--- src/rtl/uart_time_rx.sv ---
// UART 8N1 receiver with "YYMMDDhhmmss"+CR/LF time-set parser; one-cycle load strobe on commit.
// Optional build macro RANGE_CHECK_EN rejects out-of-range calendar/time fields at commit.
module uart_time_rx #(
    parameter int CLKS_PER_BIT = 5208
) (
    input  logic       clk,
    input  logic       rst,
    input  logic       uart_rx,
    output logic [6:0] Year,
    output logic [6:0] Month,
    output logic [6:0] Day,
    output logic [6:0] Hour,
    output logic [6:0] Min,
    output logic [6:0] Sec,
    output logic       set_valid,
    output logic       frame_err
);

    localparam int CW = (CLKS_PER_BIT > 1) ? $clog2(CLKS_PER_BIT) : 1;
    localparam logic [CW-1:0] HALF = CW'(CLKS_PER_BIT / 2);
    localparam logic [CW-1:0] LAST = CW'(CLKS_PER_BIT - 1);

    typedef enum logic [1:0] {S_IDLE, S_START, S_DATA, S_STOP} state_t;

    state_t          state, state_nx;
    logic            rx_s1, rx_s2;
    logic [CW-1:0]   cnt;
    logic [2:0]      bit_idx;
    logic [7:0]      shift;
    logic            wait_high;
    logic            sample_tick;
    logic            byte_valid;
    logic            stop_err;

    logic [3:0]      digits [12];
    logic [3:0]      idx;
    logic            is_digit;
    logic            is_term;
    logic [6:0]      y_n, mo_n, d_n, h_n, mi_n, s_n;
    logic            range_ok;

    function automatic logic [6:0] to_bin(input logic [3:0] t, input logic [3:0] o);
        return 7'(t) * 7'd10 + 7'(o);
    endfunction

    always_comb begin
        state_nx    = state;
        sample_tick = 1'b0;
        byte_valid  = 1'b0;
        stop_err    = 1'b0;
        case (state)
            S_IDLE:  if (!rx_s2 && !wait_high) state_nx = S_START;
            S_START: if (cnt == HALF) state_nx = rx_s2 ? S_IDLE : S_DATA;
            S_DATA: begin
                if (cnt == LAST) begin
                    sample_tick = 1'b1;
                    if (bit_idx == 3'd7) state_nx = S_STOP;
                end
            end
            S_STOP: begin
                if (cnt == LAST) begin
                    state_nx   = S_IDLE;
                    byte_valid = rx_s2;
                    stop_err   = !rx_s2;
                end
            end
            default: state_nx = S_IDLE;
        endcase
    end

    always_ff @(posedge clk) begin
        if (rst) begin
            rx_s1     <= 1'b1;
            rx_s2     <= 1'b1;
            state     <= S_IDLE;
            cnt       <= '0;
            bit_idx   <= '0;
            shift     <= '0;
            wait_high <= 1'b0;
        end else begin
            rx_s1 <= uart_rx;
            rx_s2 <= rx_s1;
            state <= state_nx;
            if (state_nx != state || sample_tick)
                cnt <= '0;
            else if (state != S_IDLE)
                cnt <= cnt + 1'b1;
            if (state == S_START)
                bit_idx <= '0;
            else if (sample_tick)
                bit_idx <= bit_idx + 1'b1;
            if (sample_tick)
                shift <= {rx_s2, shift[7:1]};
            // A low stop bit may be a break; hold off restart until the line idles high.
            if (stop_err)
                wait_high <= 1'b1;
            else if (state == S_IDLE && rx_s2)
                wait_high <= 1'b0;
        end
    end

    always_comb begin
        is_digit = (shift >= 8'h30) && (shift <= 8'h39);
        is_term  = (shift == 8'h0D) || (shift == 8'h0A);
        y_n  = to_bin(digits[0],  digits[1]);
        mo_n = to_bin(digits[2],  digits[3]);
        d_n  = to_bin(digits[4],  digits[5]);
        h_n  = to_bin(digits[6],  digits[7]);
        mi_n = to_bin(digits[8],  digits[9]);
        s_n  = to_bin(digits[10], digits[11]);
`ifdef RANGE_CHECK_EN
        range_ok = (mo_n >= 7'd1) && (mo_n <= 7'd12) &&
                   (d_n  >= 7'd1) && (d_n  <= 7'd31) &&
                   (h_n  <= 7'd23) && (mi_n <= 7'd59) && (s_n <= 7'd59);
`else
        range_ok = 1'b1;
`endif
    end

    always_ff @(posedge clk) begin
        if (rst) begin
            idx       <= '0;
            Year      <= '0;
            Month     <= '0;
            Day       <= '0;
            Hour      <= '0;
            Min       <= '0;
            Sec       <= '0;
            set_valid <= 1'b0;
            frame_err <= 1'b0;
            for (int unsigned i = 0; i < 12; i++) digits[i] <= '0;
        end else begin
            set_valid <= 1'b0;
            frame_err <= 1'b0;
            if (stop_err) begin
                frame_err <= 1'b1;
                idx       <= '0;
            end else if (byte_valid) begin
                if (is_digit) begin
                    if (idx == 4'd12) begin
                        frame_err <= 1'b1;
                        idx       <= '0;
                    end else begin
                        digits[idx] <= shift[3:0];
                        idx         <= idx + 1'b1;
                    end
                end else if (is_term) begin
                    // Terminator with no digits pending is a blank line or the LF of CRLF.
                    if (idx == 4'd12) begin
                        idx <= '0;
                        if (range_ok) begin
                            Year      <= y_n;
                            Month     <= mo_n;
                            Day       <= d_n;
                            Hour      <= h_n;
                            Min       <= mi_n;
                            Sec       <= s_n;
                            set_valid <= 1'b1;
                        end else begin
                            frame_err <= 1'b1;
                        end
                    end else if (idx != 4'd0) begin
                        frame_err <= 1'b1;
                        idx       <= '0;
                    end
                end else begin
                    frame_err <= 1'b1;
                    idx       <= '0;
                end
            end
        end
    end

endmodule

--- config.mk ---
export PLATFORM = sky130hd
export DESIGN_NAME = uart_time_rx
export DESIGN_NICKNAME = d
export VERILOG_FILES = /design/src/rtl/uart_time_rx.sv
export SDC_FILE = /design/constraint.sdc
export NUM_CORES = 1
export LEC_CHECK = 0
export ABC_AREA = 1
export CAP_MARGIN = 20
export CORE_MARGIN = 2
export CORE_UTILIZATION = 60
export CTS_CLUSTER_SIZE = 28
export DETAILED_ROUTE_END_ITERATION = 6
export PLACE_DENSITY = 0.81
export SKIP_CTS_REPAIR_TIMING = 1
export SLEW_MARGIN = 40
export SYNTH_ARGS = -nofsm -noshare
export SYNTH_HDL_FRONTEND = slang
export SYNTH_SLANG_ARGS = --single-unit
--- constraint.sdc ---
create_clock -name clk -period 4 [get_ports clk]
set_input_delay 0.4 -clock clk [delete_from_list [all_inputs] [get_ports clk]]
set_output_delay 0.4 -clock clk [all_outputs]
set_load 0.005 [all_outputs]
After elaboration in Yosys (flattened, before gate mapping)
Memories as Yosys holds them, arrays and structs flattened.
Cells that the tools add are included.

storage, ports and cells
  bits in writable memories = 48
  memories = 1
  bits of input ports = 3
  register bits after elaboration = 77
  output and inout port bits = 44

operators by class
  $add $sub $neg = 9
  reductions and logical operators = 18
  magnitude comparators = 2
  equality and inequality tests = 11
  bitwise operators = 4
  muxes and demuxes = 38
  multiply operators = 6

memory list
  memory  depth  bits a word  read ports  clocked after memory_dff  wr ports  RTL line  RTL
  digits  12     4            12          0                         12        35        logic [3:0] digits [12];

operator list
  operator                                                number
  adder 7 x 4 -> 7 bit                                    6
  multiplier 4 x 3 -> 6 bit (second input constant)       6
  two-way mux 4 bit                                       7
  two-way mux 1 bit                                       24
  == test 8 x 4 -> 1 bit (second input constant)          2
  adder 13 x 1 -> 13 bit (second input constant)          1
  == test 13 x 12 -> 1 bit (second input constant)        1
  == test 13 bit (second input constant)                  1
  two-way mux 2 bit                                       6
  >= comparator 8 x 6 -> 1 bit (second input constant)    1
  <= comparator 8 x 6 -> 1 bit (second input constant)    1
  case mux 2 bit (4 select lines)                         1
  OR reduction 2 bit                                      3
  AND reduction 5 bit                                     1
  OR reduction 5 bit                                      1
  adder 4 x 1 -> 4 bit (second input constant)            1
  == test 2 bit (second input constant)                   2
  == test 4 bit (second input constant)                   1
  inequality test 4 x 2 -> 1 bit (second input constant)  1
  inverter 1 bit                                          4
  nonzero test 2 bit                                      2
  nonzero test 4 bit                                      1
  OR reduction 4 bit                                      1
  adder 3 x 1 -> 3 bit (second input constant)            1
  8 further kinds                                         12

Longest topological paths before layout
  depth in word-level cells = 9
  gate-level depth with buffers = 13

Least setup slack after synthesis
No wires, ideal clock.

  path kind = reg-to-reg
  start point = memory digits[4][1]
  end point = register Day[6]
  library setup time = 0.056 ns
  stages on the path, launching flop included = 11
  setup slack = 1.980 ns
  clock period less this slack = 2.020 ns
  data arrival time = 1.964 ns
  path through = edfxtp_1 > ha_1 > ha_1 > fa_1 > inv_1 > nor2_1 > inv_1 > or2_2 > nand3_1 > nand2_1 > inv_1

RTL lines
  item                  RTL line  RTL
  start, declared       35
  end signal, assigned  154       Day <= d_n;
  end, declared         11        output logic [6:0] Day,

Worst setup path after layout
  start point = register shift[2]
  end point = register Day[6]

on the way
  word-level cells in the longest chain between the ends = 4
  elaborated cells on any way between the ends = 8

ends and longest elaborated chain
  item                                                                                 RTL line  RTL
  start, declared                                                                      29        logic [7:0] shift;
  start signal, assigned                                                               93        shift <= {rx_s2, shift[7:1]};
  >= comparator 8 x 6 -> 1 bit / <= comparator 8 x 6 -> 1 bit (equally long branches)  103       is_digit = (shift >= 8'h30) && (shift <= 8'h39);
  logical AND 1 bit                                                                    103
  inverter 1 bit (no source line)                                                      -
  AND reduction 5 bit (no source line) (*)                                             -

Mark *: on every way between the ends. The rest lies on a longest branch, timed or not.
A chain may end at the register's enable or synchronous reset.

==> metrics.txt <==
Post-synth EDFFs=between 40 and 50; Syn Inst Count=between 700 and 800; Diodes inserted=0; fmax=between 400 and 500 MHz; synth-to-layout area growth=16.8%; multi-input logic area=slightly above 3000 um^2; Hold Path End=rx_s2; gpl congestion=roughly 0.86; syn avg cell area=about 8.4 um^2; Syn. warnings=0; reg2reg start=shift[2]; reg2reg setup slack=approximately 1.6 ns; first-pass GRT wire length=approximately 23000 um; maximum vdd drop=between 200 and 300 uV; clock sinks=between 100 and 150; commonest non-fill, non-tap cell in the layout=nor2_1; number of fill cells=799; Worst Hold Depth=1; CTS Buf Count=17; final hold vios=0; reg-to-reg endpoint=Day[6]; status=completed; clk buf depth=2; max_cap viols=0; Worst EP arrival=2.79 ns; largest net degree at the start of global routing=46; grt ovf=0; DRC=0; Detail Route Antenna Nets=0; CP Capture Type=flip-flop; Synth Flop Type=dfxtp_1; Slew @ Worst Pin=approximately 0.62 ns; mapped cell area=6610 um^2; final wirelength=between 10000 and 15000 um; DR vias/cell=approximately 5.2; syn nets=850; Register Area=around 3000 um^2; crit path max fanout=45; Clock Latency Late Sink=~0.53 ns; initial DRC count=~350; part of the cycle the worst path needs=0.592; Worst setup SP type=flip-flop; most frequent cells in the layout=156 x nor2_1, 142 x nand2_1, 95 x inv_1; Die ar.=between 10000 and 15000 um^2; H-tree levels=4; Die H=~110 um; CTS tree=yes; post-DR wirelength/cell=roughly 14 um; dpl hpwl=approximately 9600 um; top cells by area, synth=dfxtp_1 23%, edfxtp_1 22%, nor2_1 8.9%; PortBufs=46; setup violators final=0; R2R depth=10; Slew HR=0.586; Worst Hold Class=flip-flop to flip-flop; sum of negative setup slack=0 ns; Initial Utilization=0.612; total power draw=around 3.2 mW; synth unique cells=34; Yosys top cell area share=0.233; RSZ-0062 raised after global routing=no; cell taking the most area after synthesis=dfxtp_1; Core ar.=10800 um^2; Data required, critical path=4.42 ns; Power per Cell Area=408 nW/um^2; Cell Rows=38; vias in the first global route=roughly 4900; NumNets Final=893; Top Ports=47; Final Skew=about 0.0099 ns; hold path start=rx_s1; drt first pass iters=7; critical path class=flip-flop to flip-flop; Seq/Total Area, Yosys=0.451; clock transition at the registers of the reported paths=about 0.060 ns; max-slew violation count=0; flops & latches, synth=between 100 and 150; fraction of layout cells with a size suffix above 1=0.0791; total number of vias=slightly above 5000; Worst Setup SP=shift[2]; Root Driver=clkbuf_8; GRT Resource Usage Total=0.247; Die X=around 110 um; Leakage=between 3 and 4 nW; asr flop ratio synth=0; antenna violations before repair=0; post-layout minimum cycle time=~2.4 ns
worst max-delay path, cell delays in order (launching register included):
cell and delay (ns):
dfxtp_1 0.32, inv_1 0.35, o21ai_0 0.14, nor2_1 0.15
nand2_1 0.08, nor2_1 0.23, nand2_4 0.34, clkinv_4 0.38
nand3_1 0.11, nand2_1 0.08, inv_1 0.05
final cells by class:
cell class,instances,area share
Clock inverter,6,0.0138
Timing Repair Buffer,49,0.0626
Tap cell,140,0.0227
Clock buffer,26,0.0634
Inverter,101,0.0498
Multi-Input combinational cell,540,0.401
Sequential cell,125,0.386
metrics by stage:
step	utilization	cells	hold slack, ns	setup slack [ns]	cell area [um^2]
finish	0.715	987	0.406	1.63	7720
detailed placement	0.660	955	0.394	1.64	7120
floorplan	-	791	0.389	1.98	6610
CTS	0.715	987	0.407	1.64	7720
global route	0.715	987	0.433	1.32	7720
global placement	0.660	955	0.394	1.73	7120
routing by layer:
metal	share of wire	global-route usage	vias to the layer above
li1	-	-	2604
met3	0.047	0.0496	16
met4	0.013	0.0897	0
met5	0	0	-
met2	0.50	0.427	128
met1	0.44	0.305	2403
how the worst max path moves through the flow:
stage | end | cells after the start
after floorplan | Day[6] | 10
after global placement | cnt[9] | 10
after detailed placement | cnt[0] | 10
after CTS | cnt[6] | 12
after global routing | cnt[10] | 12
final | Day[6] | 10
cells in the mapped netlist (all sizes together), types with 13 or more instances:
library cell / instances
nor2: 162
nand2: 156
inv: 100
dfxtp: 77
edfxtp: 48
ha: 44
o21ai: 37
a21oi: 34
nand3: 27
xor2: 25
clkbuf: 13
xnor2: 13
sequential cells by signal (all words and copies together) (netlist names):
signal     cells
Hour           7
Min            7
Month          7
set_valid      1
shift          8
idx            4
Year           7
rx_s1          1
frame_err      1
cnt           13
state          2
wait_high      1
rx_s2          1
digits        48
bit_idx        3
Day            7
Sec            7
logic make-up (layout without fill, tap and decap cells):
| logic type | after synthesis | count (layout) | synth area share |
|---|---|---|---|
| AO/OA/AOI/OAI | 75 | 75 | 0.0606 |
| buffers and inverters | 126 | 182 | 0.0795 |
| flip-flops | 125 | 125 | 0.451 |
| adder cells (fa/ha/maj) | 56 | 56 | 0.120 |
| AND/OR/NAND/NOR | 371 | 371 | 0.238 |
| XOR/XNOR | 38 | 38 | 0.0504 |
report_power, final:
group          internal (mW)  leakage (nW)  switching [mW]
registers               1.35          1.08          0.0189
logic                 0.0957          1.88           0.144
clock network           1.02         0.293           0.525
Note: power is estimated with default switching activity, not from simulation.
